## config.mk

```make
export PLATFORM = sky130hd
export DESIGN_NAME = prefetch_fetch_unit
export DESIGN_NICKNAME = d
export VERILOG_FILES = /design/src/rtl/prefetch_fetch_unit.sv
export SDC_FILE = /design/constraint.sdc
export NUM_CORES = 1
export LEC_CHECK = 0
export CORE_MARGIN = 10
export CORE_UTILIZATION = 40
export CTS_CLUSTER_SIZE = 30
export DETAILED_ROUTE_END_ITERATION = 8
export PLACE_DENSITY_LB_ADDON = 0.12
export REMOVE_ABC_BUFFERS = 1
export SLEW_MARGIN = 20
export SYNTH_ARGS = -nofsm -noshare
export SYNTH_HDL_FRONTEND = slang
export SYNTH_SLANG_ARGS = --single-unit
```

## constraint.sdc

```tcl
create_clock -name clk -period 2.25 [get_ports clk]
set_input_delay 0.675 -clock clk [delete_from_list [all_inputs] [get_ports clk]]
set_output_delay 0.675 -clock clk [all_outputs]
set_load 0.02 [all_outputs]
```

## src/rtl/prefetch_fetch_unit.sv

```systemverilog
// rtl/prefetch_fetch_unit.sv - instruction prefetch unit with credit-based show-ahead buffer
module prefetch_fetch_unit #(
    parameter int              DATA_W   = 16,
    parameter int              PC_W     = 8,
    parameter int              DEPTH    = 4,
    parameter logic [PC_W-1:0] RESET_PC = '0
) (
    input  logic                       clk,
    input  logic                       reset,
    input  logic                       run,
    input  logic                       redirect,
    input  logic [PC_W-1:0]            redirect_pc,
    output logic                       imem_req,
    output logic [PC_W-1:0]            imem_addr,
    input  logic [DATA_W-1:0]          imem_rdata,
    output logic [DATA_W-1:0]          instr_out,
    output logic [PC_W-1:0]            instr_pc,
    output logic                       instr_valid,
    input  logic                       instr_ready,
    output logic [$clog2(DEPTH):0]     count
);
    localparam int AW = $clog2(DEPTH);
    localparam int CW = AW + 1;
    localparam logic [CW:0] DEPTH_C = (CW+1)'(DEPTH);

    logic [PC_W-1:0]   fetch_pc;
    logic [PC_W-1:0]   req_pc;
    logic [CW-1:0]     count_q;
    logic [AW-1:0]     rd_ptr;
    logic [AW-1:0]     wr_ptr;
    logic              inflight;
    logic              killed;
    logic [CW:0]       used;
    logic              push;
    logic              pop;

    logic [DATA_W-1:0] data_mem [DEPTH];
    logic [PC_W-1:0]   pc_mem   [DEPTH];

    // An outstanding request already owns a slot, so it counts against capacity.
    assign used     = {1'b0, count_q} + {{CW{1'b0}}, inflight};
    assign imem_req = reset & run & ~redirect & (used < DEPTH_C);
    assign imem_addr = fetch_pc;

    assign push = inflight & ~killed & ~redirect;
    assign pop  = instr_valid & instr_ready & ~redirect;

    assign instr_valid = (count_q != '0);
    assign instr_out   = instr_valid ? data_mem[rd_ptr] : '0;
    assign instr_pc    = instr_valid ? pc_mem[rd_ptr]   : '0;
    assign count       = count_q;

    always_ff @(posedge clk or negedge reset) begin
        if (!reset) begin
            fetch_pc <= RESET_PC;
            req_pc   <= RESET_PC;
            count_q  <= '0;
            rd_ptr   <= '0;
            wr_ptr   <= '0;
            inflight <= 1'b0;
            killed   <= 1'b0;
        end else begin
            inflight <= imem_req;
            // A request leaving in a redirect cycle would belong to the old stream.
            killed   <= redirect & imem_req;
            if (imem_req) begin
                req_pc <= fetch_pc;
            end
            if (redirect) begin
                fetch_pc <= redirect_pc;
                count_q  <= '0;
                rd_ptr   <= '0;
                wr_ptr   <= '0;
            end else begin
                if (imem_req) begin
                    fetch_pc <= fetch_pc + 1'b1;
                end
                if (push) begin
                    wr_ptr <= wr_ptr + 1'b1;
                end
                if (pop) begin
                    rd_ptr <= rd_ptr + 1'b1;
                end
                case ({push, pop})
                    2'b10:   count_q <= count_q + 1'b1;
                    2'b01:   count_q <= count_q - 1'b1;
                    default: count_q <= count_q;
                endcase
            end
        end
    end

    always_ff @(posedge clk) begin
        if (push) begin
            data_mem[wr_ptr] <= imem_rdata;
            pc_mem[wr_ptr]   <= req_pc;
        end
    end
endmodule

```

Word level (Yosys, flattened, before mapping)
Memories as Yosys holds them, arrays and structs flattened.
Index checks and enable logic that the tools add are counted.
{"block": "word_totals", "in_bits": 29, "register_bits": 25, "n_memories": 2, "ramBits": 96, "out_inout_bits": 37}
{"block": "classes", "mux": 12, "n_eq_ne": 2, "add_sub_neg": 6, "bitwise_logic": 10, "order_cmp": 1, "n_reduce_logical": 5}
{"name": "data_mem", "words": 4, "word_bits": 16, "read_ports": 1, "rd_clocked_by_memory_dff": 0, "write_ports": 1, "line": "37", "text": "logic [DATA_W-1:0] data_mem [DEPTH];"}
{"name": "pc_mem", "words": 4, "word_bits": 8, "read_ports": 1, "rd_clocked_by_memory_dff": 0, "write_ports": 1, "line": "38", "text": "logic [PC_W-1:0] pc_mem [DEPTH];"}
{"operator": "two-way mux 8 bit", "n": 3}
{"operator": "two-way mux 16 bit", "n": 1}
{"operator": "adder 8 x 1 -> 8 bit (second input constant)", "n": 1}
{"operator": "AND 1 bit", "n": 8}
{"operator": "two-way mux 2 bit", "n": 4}
{"operator": "case mux 3 bit (2 select lines)", "n": 1}
{"operator": "nonzero test 2 bit", "n": 3}
{"operator": "nonzero test 3 bit", "n": 2}
{"operator": "adder 2 x 1 -> 2 bit (second input constant)", "n": 2}
{"operator": "adder 3 x 1 -> 4 bit", "n": 1}
{"operator": "less-than comparator 4 x 3 -> 1 bit (second input constant)", "n": 1}
{"operator": "adder 3 x 1 -> 3 bit (second input constant)", "n": 1}
{"operator": "two-way mux 3 bit", "n": 1}
{"operator": "subtractor 3 x 1 -> 3 bit (second input constant)", "n": 1}
{"operator": "== test 2 x 1 -> 1 bit (second input constant)", "n": 1}
{"operator": "== test 2 bit (second input constant)", "n": 1}
{"operator": "two-way mux 1 bit", "n": 2}
{"operator": "inverter 1 bit", "n": 2}

Longest topological paths before layout
Gate-level depths: netlist of run 1.
{"block": "logic_depth", "word_depth": 6, "depth_mapped": 7, "mapped_depth_nobuf": 6}

Least setup slack after synthesis of run 1
OpenSTA, ideal clock, no wires.
{"block": "synth_timing", "kind": "in2reg", "from": "input redirect", "to": "register count_q[2], in the netlist count[2]", "n_path_buf": 2, "slack_ns": -0.046, "arrival_time_ns": 2.214, "setup_ns": 0.082, "required_ns": 2.168, "stages": 7, "path_cell_list": "clkbuf_1 clkbuf_1 nor3_1 fa_1 nor4b_1 o21bai_1 a31oi_1"}
{"block": "synth_via", "elab_chain_len": 5, "word_cells_on_any_way": 8, "cone_classes": "eq/ne: 2; mux: 2; bitwise: 3; reduce/logical: 1"}
{"element": "start, declared", "line": "11", "text": "input logic redirect,"}
{"element": "inverter 1 bit", "line": "45, 46"}
{"element": "AND 1 bit (on tied branches)", "line": "46, 45"}
{"element": "== test 2 x 1 -> 1 bit or == test 2 bit (tied branches)", "line": "84", "text": "case ({push, pop})"}
{"element": "case mux 3 bit (2 select lines)", "line": "84"}
{"element": "two-way mux 3 bit", "line": "69", "text": "if (redirect) begin"}
{"element": "end signal, assigned", "line": "85", "text": "2'b10: count_q <= count_q + 1'b1;"}
{"element": "end signal, assigned", "line": "86", "text": "2'b01: count_q <= count_q - 1'b1;"}
{"element": "end signal, assigned", "line": "87", "text": "default: count_q <= count_q;"}
{"element": "end, declared", "line": "28", "text": "logic [CW-1:0] count_q;"}
Several ways; a longest one is shown, not always the timed one.
A chain may end at the register's enable or synchronous reset.

Worst setup path in the final report of run 1
{"block": "layout_timing", "from": "register rd_ptr[0]", "to": "output instr_out[10]"}
{"block": "layout_via", "elab_chain_len": 2}
{"element": "start, declared", "line": "29", "text": "logic [AW-1:0] rd_ptr;"}
{"element": "start signal, assigned", "line": "82", "text": "rd_ptr <= rd_ptr + 1'b1;"}
{"element": "memory (4 x 16 bit)"}
{"element": "two-way mux 16 bit", "line": "49", "text": "assign instr_out = instr_valid ? data_mem[rd_ptr] : '0;"}
{"element": "end, declared", "line": "16", "text": "output logic [DATA_W-1:0] instr_out,"}
No other way between the ends.

==> results of run 1 <==
[metrics by stage]
step	total power, mW	utilization
3_5_place_dp	3.44	0.496
2_1_floorplan	3.01	-
3_3_place_gp	3.43	0.496
5_1_grt	6.55	0.563
6_report	6.29	0.563
4_1_cts	6.33	0.560
[sequential cells by signal (all words and copies together), names as in the netlist]
| signal | count |
|---|---|
| data_mem | 64 |
| inflight | 1 |
| imem_addr | 8 |
| wr_ptr | 2 |
| pc_mem | 32 |
| rd_ptr | 2 |
| req_pc | 8 |
| count | 3 |
| killed | 1 |
[power by group]
part	internal [mW]	total (mW)	switching, mW
combinational	0.537	0.960	0.423
sequential	2.51	2.59	0.0750
clock	1.84	2.74	0.896
total	4.89	6.29	1.39
[how the worst max path moves through the flow]
stage	slack [ps]	start	cells past startpoint	endpoint
6_report	-240	rd_ptr[0]$_DFFE_PN0P_	5	instr_out[10]
5_1_grt	-310	rd_ptr[0]$_DFFE_PN0P_	5	instr_pc[6]
4_1_cts	-280	rd_ptr[0]$_DFFE_PN0P_	5	instr_out[10]
3_5_place_dp	-600	redirect	5	imem_req
3_3_place_gp	-580	redirect	5	imem_req
2_1_floorplan	-410	rd_ptr[0]$_DFFE_PN0P_	2	instr_out[0]
[cells in the final DEF (no fill, tap or decap), types with 3 or more instances in the layout]
master           netlist  layout
dfrtp_1               25      24
a221o_1                6       6
dlymetal6s2s_1         0       5
xnor2_1                3       3
dlygate4sd2_1          0       3
nor2_1                 7       7
nand3_1                3       3
buf_4                  3      14
buf_6                  1      28
nand2_1               28      28
clkinv_4               0       3
nor3_1                 4       4
clkbuf_16              0      18
ha_1                   5       5
clkinv_1               0       3
nor3b_1                4       4
clkdlybuf4s50_1        0      31
buf_12                 0       9
and3_1                 7       7
mux4_2                24      24
edfxtp_1              96      96
and2_4                 0      24
mux2i_1                5       5
bufinv_16              0       4
inv_1                  3       3
[what timing repair did]
| item | 4_1_cts | 5_1_grt |
|---|---|---|
| buffers inserted | 4 | 1 |
| gates cloned | 1 | 1 |
| endpoints found under the setup margin | 26 | 30 |
| pin swaps | 25 | 0 |
| endpoints found under the hold margin | 0 | 0 |
| resized for setup | 187 | 11 |
[layout make-up]
type	instances	area, um2	share of cell area
clock buffer	19	433	0.0638
multi-input combinational	144	1400	0.206
clock inverter	13	178	0.0262
timing repair buffer	92	1040	0.153
tap	168	210	0.0310
sequential	121	3510	0.517
inverter	4	17.5	0.00258
[logic make-up (layout without fill, tap and decap cells)]
logic type	after synthesis	after routing
xor gates and xnor gates	5	5
buffers and inverters	19	128
muxes	31	31
adders and majority gates	6	6
AOI/OAI and AO/OA	14	14
and+or+nand+nor	87	87
DFF	121	121
other	1	1
[routing by layer]
layer,vias to the layer above,GRT usage,routed length [um]
met5,-,0,0
met4,0,0.0413,54
met1,1377,0.149,4600
met3,5,0.0412,496
met2,71,0.187,4830
li1,1289,-,-
[worst max-delay path, delay by kind of cell (launching register included)]
family / cells / cell delay, ps
and+or+nand+nor: 1 / 160
buffers and inverters: 3 / 370
muxes: 1 / 500
DFF: 1 / 400
==> flow_summary.toml, run 1 <==
[cts]
cts_buffer_depth = 2
root_buffer = "clkbuf_16"
h-tree-depth = 4
clock_latency_ps = 400
cts_sinks = 121
cts_hold_buf = 0
cts_tree = "built"
path_clk_slew_ps = 50
cts_buffers = 17

[synth]
synth_top_family_by_area = "multiplexers"
synth-xor-area-share = 0.00886
synth_top_cell_area_share = 0.583
synth_warnings = 0
synth-seq-area-share = 0.710
synth-simple-area-share = 0.0937
yosysMostFrequentCell = "edfxtp_1"
synth-adder-area-share = 0.0167
synthTopCellsByArea = "edfxtp_1 58%, dfrtp_1 13%, mux4_2 11%"
synth_compound_area_frac = 0.0248
synth_cell_types = 39
synth_ff_type = "edfxtp_1"
synth_edf_count = 96
synth_seq_cells = 121
yosys.area.top_type = "edfxtp_1"
syn_area_um2 = 4940
async_reset_ff_frac = 0.207
yosys-top-cells-count = "96 x edfxtp_1, 28 x nand2_1, 25 x and2_1, 25 x dfrtp_1, 24 x mux4_2"
netlist_instances = 284
avgSynthCellArea_um2 = 17.4
synth_mux_area_frac = 0.126

[grt]
grt_pass1_wl_um = 16100
grt_remaining_overflow = 0
grt.total_usage = 0.119
grt_pass1_vias = 3005
grt_max_degree = 27
grt_antenna_before_repair = 0

[timing]
fin_worst_skew_ps = 6.87
hold_violations = 0
setup_ws_ps = -244
fin_crit_sh = 1.11
setup_viol_count_final = 24
whs_ps = 416
slew_violations = 0
period_needed_ps = 2490
clock.fmax_mhz = 401
finalSetupTns_ps = -4980
rsz0062_at_grt = "yes"

[critical_path]
rrSetupSlack_ps = 280
cp.arrival_ps = 1820
reg2reg_to = "imem_addr[5]$_DFFE_PN0P_"
worstPathRequired_ps = 1570
cp_slowest_stage_delay_ps = 500
crit_slowest_cell = "mux4_2"
endpoint_kind = "output port"
r2r-start = "count[2]$_DFFE_PN0P_"
ff2ff_path_depth = 7
cp-start-kind = "flop"
cp_cell_sequence = "buf_12 -> buf_12 -> mux4_2 -> and2_4 -> buf_6"
cp_common_cell = "buf_12"
path_max_fanout = 7
criticalPathCategory = "reg2out"

[routing]
drc_errors = 0
vias = 2742
drtIter0Drc = 188
wirelength_um = 9980
wl_per_cell_um = 17.8
first_pass_iters = 4
viasPerCell = 4.89
detail-route-antenna-nets = 0

[floorplan]
rows = 40
fp.coreArea_um2 = 12100
start_util = 0.410
dieHeight_um = 131
die_area_um2 = 17200
die_w_um = 131
io_pins = 66

[layout]
antennaDiodeCount = 0
drive_above_1_share = 0.341
fill_cells = 958
finalNetCount = 415
fin_area_um2 = 6790
areaGrowthSynthToFinish_pct = 37.4
final_cells = 561

[pwr]
p_per_area_nw_per_um2 = 926
ir_drop_uv = 509
power_leakage_nw = 2.55

[placed_design]
dp_hpwl_um = 6210
post_dp_cell_area_um2 = 5980
pre_cts_slack_ps = -599
dp_cells = 524
place_congestion = 0.732
port_buffers = 65

[status]
outcome = "finished, violations left"
violations = "negative setup slack"

[hold_path]
hold_path.class = "in2async"

[job]
cap_viol_max_count = 0
Note: power is estimated with default switching activity, not from simulation.
==> run 2: changes to the inputs <==
--- a/config.mk
+++ b/config.mk
@@ -6,7 +6,7 @@
 export NUM_CORES = 1
 export LEC_CHECK = 0
 export CORE_MARGIN = 10
-export CORE_UTILIZATION = 40
+export CORE_UTILIZATION = 55
 export CTS_CLUSTER_SIZE = 30
 export DETAILED_ROUTE_END_ITERATION = 8
 export PLACE_DENSITY_LB_ADDON = 0.12
==> run 2 against run 1 <==
The run still ends with negative setup slack left. Count of clock-buffer cells in the layout down 2. Cell count down 9.4%. Register-to-register slack worse by 160 ps. Routed wire length up 4.5%. Worst hold slack worse by 76 ps. First-iteration DRC count down 1.1%. Flip-flop and latch count unchanged. Clock skew up 13 ps. Critical path depth unchanged. Non-clock buffer count up 7. Global-route usage up 5.2 points. Critical endpoint is now instr_out[6]. Largest power group unchanged. Highest routed layer unchanged.
==> flow_summary.toml, run 2 (synthesis gave the netlist of run 1 again) <==
[critical_path]
endpoint_kind = "output port"
cp_cell_sequence = "buf_12 -> buf_12 -> mux4_2 -> and2_4 -> buf_6"
criticalPathCategory = "reg2out"
cp-start-kind = "flop"
cp_slowest_stage_delay_ps = 540
cp_common_cell = "buf_12"
crit_slowest_cell = "mux4_2"
cp.arrival_ps = 1990
worstPathRequired_ps = 1570
path_max_fanout = 7

[pwr]
p_seq_frac = 0.409
power_leakage_nw = 2.56
swShare = 0.233
intPower_mw = 4.84
p_switching_mw = 1.47
p_comb_frac = 0.152
ir_drop_uv = 612
p_per_area_nw_per_um2 = 933
p_clk_frac = 0.439
totalPowerFinal_mw = 6.31

[timing]
rsz0062_at_grt = "yes"
period_needed_ps = 2670
setup_viol_count_final = 26
finalSetupTns_ps = -8710
hold_violations = 0
clock.fmax_mhz = 375
fin_crit_sh = 1.19
setup_ws_ps = -420
fin_worst_skew_ps = 20.2
slew_violations = 0

[layout]
finalNetCount = 422
final_common_cell = "edfxtp_1"
drive_above_1_share = 0.363
final_util = 0.776
antennaDiodeCount = 0
fill_cells = 488
top_register = "data_mem"
largestRegisters = "data_mem (64), pc_mem (32)"
largest_reg_flops = 64
layout_common_cells = "96 x edfxtp_1, 28 x nand2_1, 26 x buf_6"
areaGrowthSynthToFinish_pct = 36.9

[placed_design]
place_congestion = 0.783
port_buffers = 65
dp_hpwl_um = 6320

[cts]
h-tree-depth = 4
cts_sinks = 121
cts_buffer_depth = 2
path_clk_slew_ps = 60
cts_buffers = 17
root_buffer = "clkbuf_8"
clock_latency_ps = 520
cts_tree = "built"

[routing]
detail-route-antenna-nets = 0
wl_per_cell_um = 20.5
drc_errors = 0
viasPerCell = 5.51
vias = 2800
wirelength_um = 10400
first_pass_iters = 4
drtIter0Drc = 186

[grt]
grt_max_degree = 27
grt_antenna_before_repair = 0
grt_pass1_wl_um = 17000
grt_pass1_vias = 3121
grt.total_usage = 0.170
grt_remaining_overflow = 0

[status]
violations = "negative setup slack"
outcome = "finished, violations left"

[floorplan]
start_util = 0.567
die_area_um2 = 13200
fp.coreArea_um2 = 8720
dieHeight_um = 115
rows = 34
die_w_um = 115
io_pins = 66

[hold_path]
hold_path.class = "in2async"

[job]
cap_viol_max_count = 0
run 2: cell type report:
cell class,instances,area [um2],area share
Tap cell,108,135,0.0200
Sequential cell,121,3510,0.519
Inverter,4,17.5,0.00259
Clock buffer,17,414,0.0612
Multi-Input combinational cell,144,1400,0.207
Timing Repair Buffer,99,1090,0.161
Clock inverter,15,200,0.0296
run 2: layer usage:
metal	global-route usage	wire [um]
met5	0	0
met4	0.0520	48
met3	0.0594	812
met2	0.277	5300
met1	0.211	4270
run 2: power groups by stage:
stage          Sequential, mW  Clock [mW]  Combinational (mW)
2_1_floorplan            2.67           0               0.340
3_3_place_gp             2.63           0               0.801
3_5_place_dp             2.63           0               0.813
4_1_cts                  2.58        2.80               0.965
5_1_grt                  2.60        2.92                1.03
6_report                 2.58        2.77               0.958
run 2: worst paths after layout:
| path | cells after the start | to | from | slack [ps] |
|---|---|---|---|---|
| setup / recovery | 5 | instr_out[6] | rd_ptr[0]$_DFFE_PN0P_ | -420 |
| hold / removal | 2 | imem_addr[7]$_DFFE_PN0P_ | reset | 340 |
| setup reg to reg | 9 | imem_addr[4]$_DFFE_PN0P_ | count[2]$_DFFE_PN0P_ | 120 |
| hold reg to reg | 0 | pc_mem[2][5]$_DFFE_PP_ | req_pc[5]$_DFFE_PN0P_ | 520 |
| max in group asynchronous | 2 | rd_ptr[0]$_DFFE_PN0P_ | reset | 1640 |
| min in group clk | 0 | pc_mem[2][5]$_DFFE_PP_ | req_pc[5]$_DFFE_PN0P_ | 520 |
run 2: critical path: cells and delay by family, from the launching register on:
| kind | cells | cell delay [ps] |
|---|---|---|
| buffers and inverters | 3 | 400 |
| AND/OR/NAND/NOR | 1 | 160 |
| multiplexers | 1 | 540 |
| flip-flops | 1 | 370 |
run 2: what timing repair did:
action / in CTS / in global routing
buffers inserted: 7 / 3
setup endpoints to repair: 36 / 27
pin swaps: 25 / 0
gates cloned: 1 / 0
resized for setup: 203 / 1
hold buffers: 0 / 0
run 2: through the flow:
step           cell area [um2]  hold slack [ps]  instances  worst slack (ps)
2_1_floorplan             4860              379        269              -410
3_3_place_gp              5940              490        468              -592
3_5_place_dp              5940              511        468              -614
4_1_cts                   6740              341        505              -406
5_1_grt                   6770              362        508              -472
6_report                  6770              340        508              -420
==> run 3: changes to the inputs <==
==> constraint.sdc (replaced) <==
create_clock -name clk -period 2.5 [get_ports clk]
set_input_delay 0.75 -clock clk [delete_from_list [all_inputs] [get_ports clk]]
set_output_delay 0.75 -clock clk [all_outputs]
set_load 0.02 [all_outputs]
==> run 3 against run 2 <==
Worst setup slack improved by 210 ps. Sequential share of layout area rose by 1.2 points. The run still ends with negative setup slack left. Combinational power fell by 16%. Register-to-register slack improved by 390 ps. Global-route usage rose by 0.094 points. Routed wire length rose by 2.1%. Largest power group unchanged. Worst hold slack improved by 65 ps.
==> flow_summary.toml, run 3 (synthesis gave the netlist of run 1 again) <==
[status]
outcome = "finished, violations left"
violations = "negative setup slack"

[cts]
cts_sinks = 121
cts_buffers = 17
cts_tree = "built"
clock_latency_ps = 510
cts_buffer_depth = 2
root_buffer = "clkbuf_8"
h-tree-depth = 4
path_clk_slew_ps = 60

[routing]
drc_errors = 0
vias = 2821
detail-route-antenna-nets = 0
wirelength_um = 10700
first_pass_iters = 4
drtIter0Drc = 209
wl_per_cell_um = 21.4
viasPerCell = 5.66

[pwr]
power_leakage_nw = 2.46
ir_drop_uv = 449
totalPowerFinal_mw = 5.60
p_per_area_nw_per_um2 = 847

[grt]
grt_pass1_wl_um = 17100
met2_usage = 0.273
grt.total_usage = 0.171
busiest_layer = "met2"
grt_antenna_before_repair = 0
grt_remaining_overflow = 0
grt_pass1_vias = 3197
use_met1 = 0.206
grt_max_degree = 27
grt_use_met3 = 0.0667

[layout]
areaGrowthSynthToFinish_pct = 33.7
top_register = "data_mem"
drive_above_1_share = 0.328
layout_common_cells = "96 x edfxtp_1, 36 x clkdlybuf4s50_1, 28 x nand2_1"
largest_reg_flops = 64
finalNetCount = 412
antennaDiodeCount = 0
ff_latch_area_um2 = 3510
final_common_cell = "edfxtp_1"
largestRegisters = "data_mem (64), pc_mem (32)"
multiInputGateArea_um2 = 1390
fill_cells = 512
final_util = 0.758

[timing]
setup_ws_ps = -207
fin_worst_skew_ps = 9.58
slew_violations = 0
hold_violations = 0
rsz0062_at_grt = "yes"
clock.fmax_mhz = 369
fin_crit_sh = 1.08
setup_viol_count_final = 24
period_needed_ps = 2710

[critical_path]
cp_slowest_stage_delay_ps = 510
cp-start-kind = "flop"
cp_cell_sequence = "buf_12 -> mux4_2 -> and2_4 -> buf_6"
worstPathRequired_ps = 1750
crit_slowest_cell = "mux4_2"
criticalPathCategory = "reg2out"
endpoint_kind = "output port"
cp.arrival_ps = 1960
path_max_fanout = 8

[placed_design]
pre_cts_slack_ps = -503
port_buffers = 65
dp_hpwl_um = 6100
place_congestion = 0.784

[floorplan]
rows = 34
start_util = 0.567
die_w_um = 115
fp.coreArea_um2 = 8720
dieHeight_um = 115
io_pins = 66
die_area_um2 = 13200

[hold_path]
hold_path.class = "in2async"

[job]
cap_viol_max_count = 0
==> run 3: cell types whose count changed in the layout (fill, tap and decap cells not counted), moves of 2 or more <==
cell,delta
buf_4,-6
clkinvlp_4,-2
buf_2,+2
clkdlybuf4s50_1,+11
clkbuf_1,+5
clkinv_4,-3
buf_8,-4
inv_6,-2
dlygate4sd2_1,-11
==> run 3: through the flow <==
| step | hold WS [ps] | cells | instance area (um2) | TNS (ps) |
|---|---|---|---|---|
| 2_1_floorplan | 454 | 269 | 4860 | -5640 |
| 4_1_cts | 406 | 499 | 6620 | -5670 |
| 6_report | 405 | 498 | 6610 | -4330 |
| 3_3_place_gp | 492 | 462 | 5890 | -2160 |
| 3_5_place_dp | 514 | 462 | 5890 | -2610 |
| 5_1_grt | 434 | 498 | 6610 | -5720 |
==> run 3: metal layers <==
metal / vias up / wire, um
met5: - / 0
met4: 0 / 103
met3: 9 / 672
met2: 82 / 5510
met1: 1452 / 4370
li1: 1278 / -
==> run 3: report_power, final <==
| group | total (mW) | switching, mW | internal [mW] |
|---|---|---|---|
| registers | 2.33 | 0.0738 | 2.26 |
| clock network | 2.46 | 0.820 | 1.64 |
| logic | 0.806 | 0.368 | 0.438 |
==> run 3: worst max-delay path, delay by kind of cell, from the launching register on <==
family	cells	cell delay (ps)
AND/OR/NAND/NOR	1	160
multiplexers	1	510
buffers and inverters	2	300
flip-flops	1	470
==> run 3: timing repair <==
| item | 4_1_cts | 5_1_grt |
|---|---|---|
| resized for setup | 177 | 5 |
| setup endpoints to repair | 26 | 25 |
| pin swaps | 23 | 1 |
| setup buffers | 4 | 1 |
| hold buffers | 0 | 0 |
| cloned | 1 | 0 |
==> run 3: final timing paths <==
check	startpoint	end	slack, ps	cells after the start
max	rd_ptr[0]$_DFFE_PN0P_	instr_pc[2]	-210	4
min	reset	req_pc[7]$_DFFE_PN0P_	410	2
max reg2reg	count[2]$_DFFE_PN0P_	imem_addr[5]$_DFFE_PN0P_	510	7
min reg2reg	req_pc[5]$_DFFE_PN0P_	pc_mem[0][5]$_DFFE_PP_	530	0
max in group asynchronous	reset	rd_ptr[0]$_DFFE_PN0P_	1810	2
min in group clk	req_pc[5]$_DFFE_PN0P_	pc_mem[0][5]$_DFFE_PP_	530	0
==> run 3: cell type report <==
cell class / instances / share of cell area
timing repair buffer: 89 / 0.145
inverter: 4 / 0.00265
tap: 108 / 0.0205
multi-input combinational: 144 / 0.211
sequential: 121 / 0.531
clock inverter: 9 / 0.0222
clock buffer: 23 / 0.0676
